===== src/rtl/tx_pkg.sv =====
// Shared types and constants for the TX redundant burst scheduler.
package tx_pkg;

  typedef enum logic [2:0] {
    ST_IDLE,
    ST_GAP,
    ST_ISSUE,
    ST_WAIT_ACK,
    ST_WAIT_DONE
  } state_t;

  typedef enum logic [1:0] {
    SPD_NONE = 2'b00,
    SPD_10   = 2'b01,
    SPD_100  = 2'b10,
    SPD_1000 = 2'b11
  } speed_t;

  // Divider terminal counts: one strobe per (tc+1) cycles.
  localparam int unsigned DIV_TC_100 = 9;
  localparam int unsigned DIV_TC_10  = 99;

  localparam int unsigned FRAME_LIMIT_DEF = 57600;

endpackage


===== src/rtl/tx_adv_strobe.sv =====
// Speed-dependent byte-advance strobe; the divider restarts on any speed change.
module tx_adv_strobe
  import tx_pkg::*;
(
  input  logic       clk,
  input  logic       rstb,
  input  logic [1:0] speed,
  output logic       adv_data
);

  speed_t     speed_q;
  logic [6:0] div;
  logic [6:0] tc;

  always_comb begin
    tc = '0;
    case (speed_q)
      SPD_100: tc = 7'(DIV_TC_100);
      SPD_10:  tc = 7'(DIV_TC_10);
      default: tc = '0;
    endcase
  end

  always_ff @(posedge clk or negedge rstb) begin
    if (!rstb) begin
      speed_q  <= SPD_NONE;
      div      <= '0;
      adv_data <= 1'b0;
    end else if (speed != speed_q) begin
      speed_q  <= speed_t'(speed);
      div      <= '0;
      adv_data <= 1'b0;
    end else begin
      div <= (div >= tc) ? '0 : div + 7'd1;
      case (speed_q)
        SPD_1000:        adv_data <= 1'b1;
        SPD_100, SPD_10: adv_data <= (div == '0);
        default:         adv_data <= 1'b0;
      endcase
    end
  end

endmodule


===== src/rtl/tx_redundant_scheduler.sv =====
// Periodic burst scheduler: issues N identical frames per period via start/busy,
// with inter-copy gap, copy tagging, address wrap and overrun accounting.
module tx_redundant_scheduler
  import tx_pkg::*;
#(
  parameter int unsigned MAX_COPIES  = 7,
  parameter int unsigned CNT_W       = 27,
  parameter int unsigned GAP_W       = 17,
  parameter int unsigned ADDR_W      = 20,
  parameter int unsigned FRAME_LIMIT = FRAME_LIMIT_DEF,
  parameter int unsigned ID_W        = 8,
  parameter int unsigned OVR_W       = 16
) (
  input  logic              clk,
  input  logic              rstb,
  input  logic              enable,
  input  logic [CNT_W-1:0]  period,
  input  logic [2:0]        copies,
  input  logic [GAP_W-1:0]  gap,
  input  logic [1:0]        speed,
  input  logic              busy,
  input  logic [ADDR_W-1:0] lastaddr,
  output logic              start,
  output logic [ID_W-1:0]   txid,
  output logic [ADDR_W-1:0] startaddr,
  output logic              adv_data,
  output logic              burst_active,
  output logic [15:0]       seq,
  output logic [OVR_W-1:0]  overrun_cnt
);

  localparam logic [2:0] MAX_C = 3'(MAX_COPIES);

  state_t            state, state_next;
  logic [CNT_W-1:0]  pcnt;
  logic              tick;
  logic [GAP_W-1:0]  gcnt, gap_l;
  logic [2:0]        copies_c, copies_l, copy_idx;

  assign tick = enable && (pcnt == period);

  always_comb begin
    copies_c = copies;
    if (copies == 3'd0)       copies_c = 3'd1;
    else if (copies > MAX_C)  copies_c = MAX_C;
  end

  always_ff @(posedge clk or negedge rstb) begin
    if (!rstb)               pcnt <= '0;
    else if (!enable || tick) pcnt <= '0;
    else                     pcnt <= pcnt + CNT_W'(1);
  end

  always_ff @(posedge clk or negedge rstb) begin
    if (!rstb) state <= ST_IDLE;
    else       state <= state_next;
  end

  always_comb begin
    state_next = state;
    case (state)
      ST_IDLE:      if (tick) state_next = ST_GAP;
      ST_GAP:       if (gcnt >= gap_l && !busy) state_next = ST_ISSUE;
      ST_ISSUE:     state_next = ST_WAIT_ACK;
      ST_WAIT_ACK:  if (busy) state_next = ST_WAIT_DONE;
      ST_WAIT_DONE: if (!busy) state_next = (copy_idx == copies_l) ? ST_IDLE : ST_GAP;
      default:      state_next = ST_IDLE;
    endcase
  end

  // start/txid/copy_idx are loaded on the GAP->ISSUE edge so the registered
  // outputs are valid during the ISSUE cycle itself.
  always_ff @(posedge clk or negedge rstb) begin
    if (!rstb) begin
      start        <= 1'b0;
      txid         <= '0;
      startaddr    <= '0;
      burst_active <= 1'b0;
      seq          <= '0;
      overrun_cnt  <= '0;
      gcnt         <= '0;
      gap_l        <= '0;
      copies_l     <= '0;
      copy_idx     <= '0;
    end else begin
      start        <= 1'b0;
      burst_active <= (state_next != ST_IDLE);
      if (tick && state != ST_IDLE && overrun_cnt != '1)
        overrun_cnt <= overrun_cnt + OVR_W'(1);
      case (state)
        ST_IDLE: begin
          if (tick) begin
            copies_l  <= copies_c;
            gap_l     <= gap;
            startaddr <= (lastaddr >= ADDR_W'(FRAME_LIMIT)) ? '0 : lastaddr;
            copy_idx  <= '0;
            gcnt      <= '0;
          end
        end
        ST_GAP: begin
          if (gcnt != '1) gcnt <= gcnt + GAP_W'(1);
          if (state_next == ST_ISSUE) begin
            start    <= 1'b1;
            txid     <= ID_W'(copy_idx + 3'd1);
            copy_idx <= copy_idx + 3'd1;
          end
        end
        ST_WAIT_DONE: begin
          if (!busy) begin
            if (copy_idx == copies_l) seq  <= seq + 16'd1;
            else                      gcnt <= '0;
          end
        end
        default: ;
      endcase
    end
  end

  tx_adv_strobe u_adv (
    .clk      (clk),
    .rstb     (rstb),
    .speed    (speed),
    .adv_data (adv_data)
  );

endmodule


===== config.mk =====
export PLATFORM = sky130hd
export DESIGN_NAME = tx_redundant_scheduler
export DESIGN_NICKNAME = d
export VERILOG_FILES = /design/src/rtl/tx_pkg.sv /design/src/rtl/tx_adv_strobe.sv /design/src/rtl/tx_redundant_scheduler.sv
export SDC_FILE = /design/constraint.sdc
export NUM_CORES = 1
export LEC_CHECK = 0
export CORE_ASPECT_RATIO = 0.5
export CORE_MARGIN = 1.5
export CORE_UTILIZATION = 55
export CTS_CLUSTER_SIZE = 12
export DETAILED_ROUTE_END_ITERATION = 16
export GPL_ROUTABILITY_DRIVEN = 1
export PLACE_DENSITY = 0.92
export SLEW_MARGIN = 20
export SYNTH_ARGS = -nofsm -noshare
export SYNTH_HDL_FRONTEND = slang
export SYNTH_HIERARCHICAL = 1
export SYNTH_SLANG_ARGS = --single-unit

===== constraint.sdc =====
create_clock -name clk -period 4.4 [get_ports clk]
set_input_delay 0.88 -clock clk [delete_from_list [all_inputs] [get_ports clk]]
set_output_delay 0.88 -clock clk [all_outputs]
set_load 0.005 [all_outputs]

==> flow_metrics.tcl <==
set metrics [dict create \
    status "finished, final reports clean" \
    ir_drop_uv 320 \
    fp-row-count 29 \
    clock_latency_ns 0.42 \
    r2r-end "gcnt[11]" \
    place_area_um2 8620 \
    min_to "seq[15]" \
    crit-reg2reg-launch "gcnt[6]" \
    tightest_slew_ns 0.893 \
    cts_hold_buffers 0 \
    drc_errors 0 \
    synth_warnings 6 \
    antenna_found_initial 0 \
    postLayoutCoreUtil_pct 72.5 \
    synth_compound_area_share_pct 5.10 \
    cts_setup_buffers 0 \
    clkSlewWorstSetupHoldPaths_ns 0.06 \
    synth_seq_cells 138 \
    grt_max_degree 113 \
    fin_area_um2 9210 \
    leakagePower_nw 3.98 \
    ctsResizeCount 0 \
    grt_pass1_vias 5919 \
    maxSlewHeadroom_pct 40.4 \
    finalSetupTns_ns 0 \
    die_h_um 83.9 \
    io_pins 136 \
    synthSimpleGateAreaFrac_pct 20.0 \
    hold_viol 0 \
    finalSetupViolCount 0 \
    crit_path_start "period[24]" \
    critPathKind "in2reg" \
    synth_cells 709 \
    cts_buffer_depth 2 \
    drv_slew 0 \
    first_pass_iters 5 \
    globalplace.congestion 0.862 \
    rsz0062_at_grt "false" \
    synth.avg_cell_area_um2 10.1 \
    end_kind "flop" \
    syn2layout_area_growth_pct 28.1 \
    nNetsFinal 945 \
    avgRoutedWirePerCell_um 16.6 \
    skew_ns 0.0108 \
    routed_wl_um 16900 \
    die_w_um 165 \
    synth-xor-area-share_pct 13.0 \
    synth_top_family_by_area "simple AND/OR/NAND/NOR gates" \
    hold_depth 1 \
    cts_tree "done" \
    vias 5665 \
    period_share_pct 72.4 \
    drt_iter0_drc 467 \
    antenna_cells 0 \
    overflow 0 \
    post-route-min-period_ns 3.18 \
    via_per_inst 5.55 \
    power_density_nw_per_um2 420 \
    io_buffer_count 131 \
    core_um2 12700 \
    h-tree-depth 4 \
    drive_gt1_share_pct 8.81 \
    cts_buffers 17 \
    path_max_fanout 50 \
    dp_hpwl_um 11600 \
    rrSetupSlack_ns 1.50 \
    root_buffer "clkbuf_16" \
    die_area_um2 13800 \
    grt_usage_pct 26.1 \
    muxShareOfSynthArea_pct 3.86 \
    synthAdderAreaFrac_pct 5.92 \
    crit_arrival_ns 3.48 \
    maxCapViolCount 0 \
    grt_pass1_wl_um 28600 \
    ant_nets 0 \
    clock-sinks 138 \
    yosysSeqAreaShare_pct 48.0 \
    startpoint_type "input port" \
    whs_ns 0.480 \
    hold_class "reg2reg" \
    crit_required_ns 4.70 \
    syn_area_um2 7190 \
    ys_types 54 \
    n_fill_cell 837 \
    reg2reg_depth 12 \
    fmax_mhz 314 \
    initial_core_util_pct 56.6 \
    hold_start "seq[15]" \
]
-- state kept, by name, indices dropped and copies added, names as in the netlist --
name	count
pcnt	27
startaddr	20
gap_l	17
gcnt	17
overrun_cnt	16
seq	16
u_adv/div	7
txid	4
copies_l	3
copy_idx	3
state	3
u_adv/speed_q	2
burst_active	1
start	1
u_adv/adv_data	1
-- power breakdown --
part           internal (mW)  switching [mW]  leakage, nW
sequential              1.41           0.207         1.85
clock                  0.802           0.619        0.278
combinational          0.416           0.413         1.85
total                   2.63            1.24         3.98
-- metrics by stage --
stage	std cells	power, mW	setup slack (ns)
after floorplan	712	2.09	1.89
after global placement	989	2.35	0.905
after detailed placement	989	2.41	0.787
after CTS	1021	3.87	1.21
after global routing	1021	4.06	1.02
final	1021	3.87	1.22
-- layout by cell type, fill, tap and decap left out, types with 4 or more instances in the layout --
| cell | instances |
|---|---|
| o21ai_0 | 31 |
| and2_1 | 8 |
| ha_1 | 34 |
| nor4_2 | 4 |
| dfrtp_1 | 138 |
| nor3_1 | 27 |
| conb_1 | 4 |
| inv_1 | 43 |
| xor2_1 | 40 |
| xnor2_1 | 67 |
| nand3_1 | 32 |
| nand4_1 | 22 |
| and3_1 | 11 |
| nor2b_1 | 4 |
| inv_6 | 6 |
| and4_1 | 10 |
| nor4_1 | 6 |
| mux2_2 | 21 |
| nor3_2 | 5 |
| nand2_1 | 67 |
| clkdlybuf4s50_1 | 130 |
| nor2_1 | 64 |
| clkbuf_16 | 17 |
| a21oi_1 | 4 |
-- how the worst max path moves through the flow --
stage	endpoint	slack [ns]	cells after the start
2_1_floorplan	overrun_cnt[1]	1.89	7
3_3_place_gp	gap_l[12]	0.90	7
3_5_place_dp	gap_l[12]	0.79	7
4_1_cts	gap_l[13]	1.21	7
5_1_grt	gap_l[13]	1.02	7
6_report	gap_l[13]	1.22	7
-- layer usage --
layer  track usage (%)  part of all wire [%]  routed length [um]
met5                 0                     0                   0
met4              9.34                   2.0                 343
met3              4.02                   3.9                 652
met2              45.5                    51                8680
met1              33.0                    43                7240
-- cell type report --
cell class | instances | area [um^2] | area share, %
Multi-Input combinational cell | 505 | 3470 | 37.7
Timing Repair Buffer | 133 | 1330 | 14.4
Tap cell | 170 | 213 | 2.31
Clock inverter | 15 | 156 | 1.70
Inverter | 43 | 161 | 1.75
Clock buffer | 17 | 425 | 4.62
Sequential cell | 138 | 3450 | 37.5
-- Yosys cell counts, drive strengths merged --
| cell | n | share of area, % |
|---|---|---|
| nor4b | 1 | 0.21 |
| inv | 43 | 2.2 |
| a21boi | 1 | 0.10 |
| and2 | 8 | 0.70 |
| a21o | 1 | 0.10 |
| o22ai | 2 | 0.17 |
| buf | 11 | 0.96 |
| o211ai | 3 | 0.31 |
| or2 | 2 | 0.17 |
| nand2 | 68 | 3.6 |
| nor4 | 11 | 1.5 |
| ha | 34 | 5.9 |
| mux2i | 3 | 0.42 |
| mux2 | 22 | 3.4 |
| xor2 | 40 | 4.9 |
| and4 | 10 | 1.2 |
| and3b | 1 | 0.12 |
| nor3 | 32 | 2.6 |
| or4 | 1 | 0.10 |
| nor2 | 64 | 3.3 |
| nor2b | 4 | 0.35 |
| a22oi | 2 | 0.21 |
| a31oi | 2 | 0.17 |
| nand3 | 33 | 2.4 |
| nand4b | 1 | 0.12 |
| o21a | 2 | 0.21 |
| o21ai | 32 | 2.3 |
| o221ai | 1 | 0.12 |
| xnor2 | 67 | 8.2 |
| a221oi | 2 | 0.24 |
| clkbuf | 15 | 0.78 |
| conb | 1 | 0.052 |
| nor3b | 1 | 0.17 |
| dfrtp | 138 | 48 |
| or3 | 3 | 0.26 |
| a21oi | 5 | 0.40 |
| nand4 | 22 | 1.9 |
| a22o | 2 | 0.24 |
| nand3b | 1 | 0.10 |
| a41oi | 2 | 0.24 |
| and3 | 11 | 0.96 |
| or3b | 2 | 0.24 |
| a221o | 2 | 0.28 |
-- logic make-up after synthesis --
group / after synthesis
simple gates: 276
flops: 138
xor+xnor: 107
buf+inv: 69
compound gates: 59
fa+ha+maj: 34
mux: 25
other cells: 1
-- critical path, stage by stage --
cell	delay (ns)
clkdlybuf4s50_1	0.52
xnor2_1	0.14
nand4_1	0.11
nor3_2	0.36
nand4_1	0.60
buf_4	0.51
mux2_2	0.33
No activity file was read; power rests on OpenSTA's default activity.
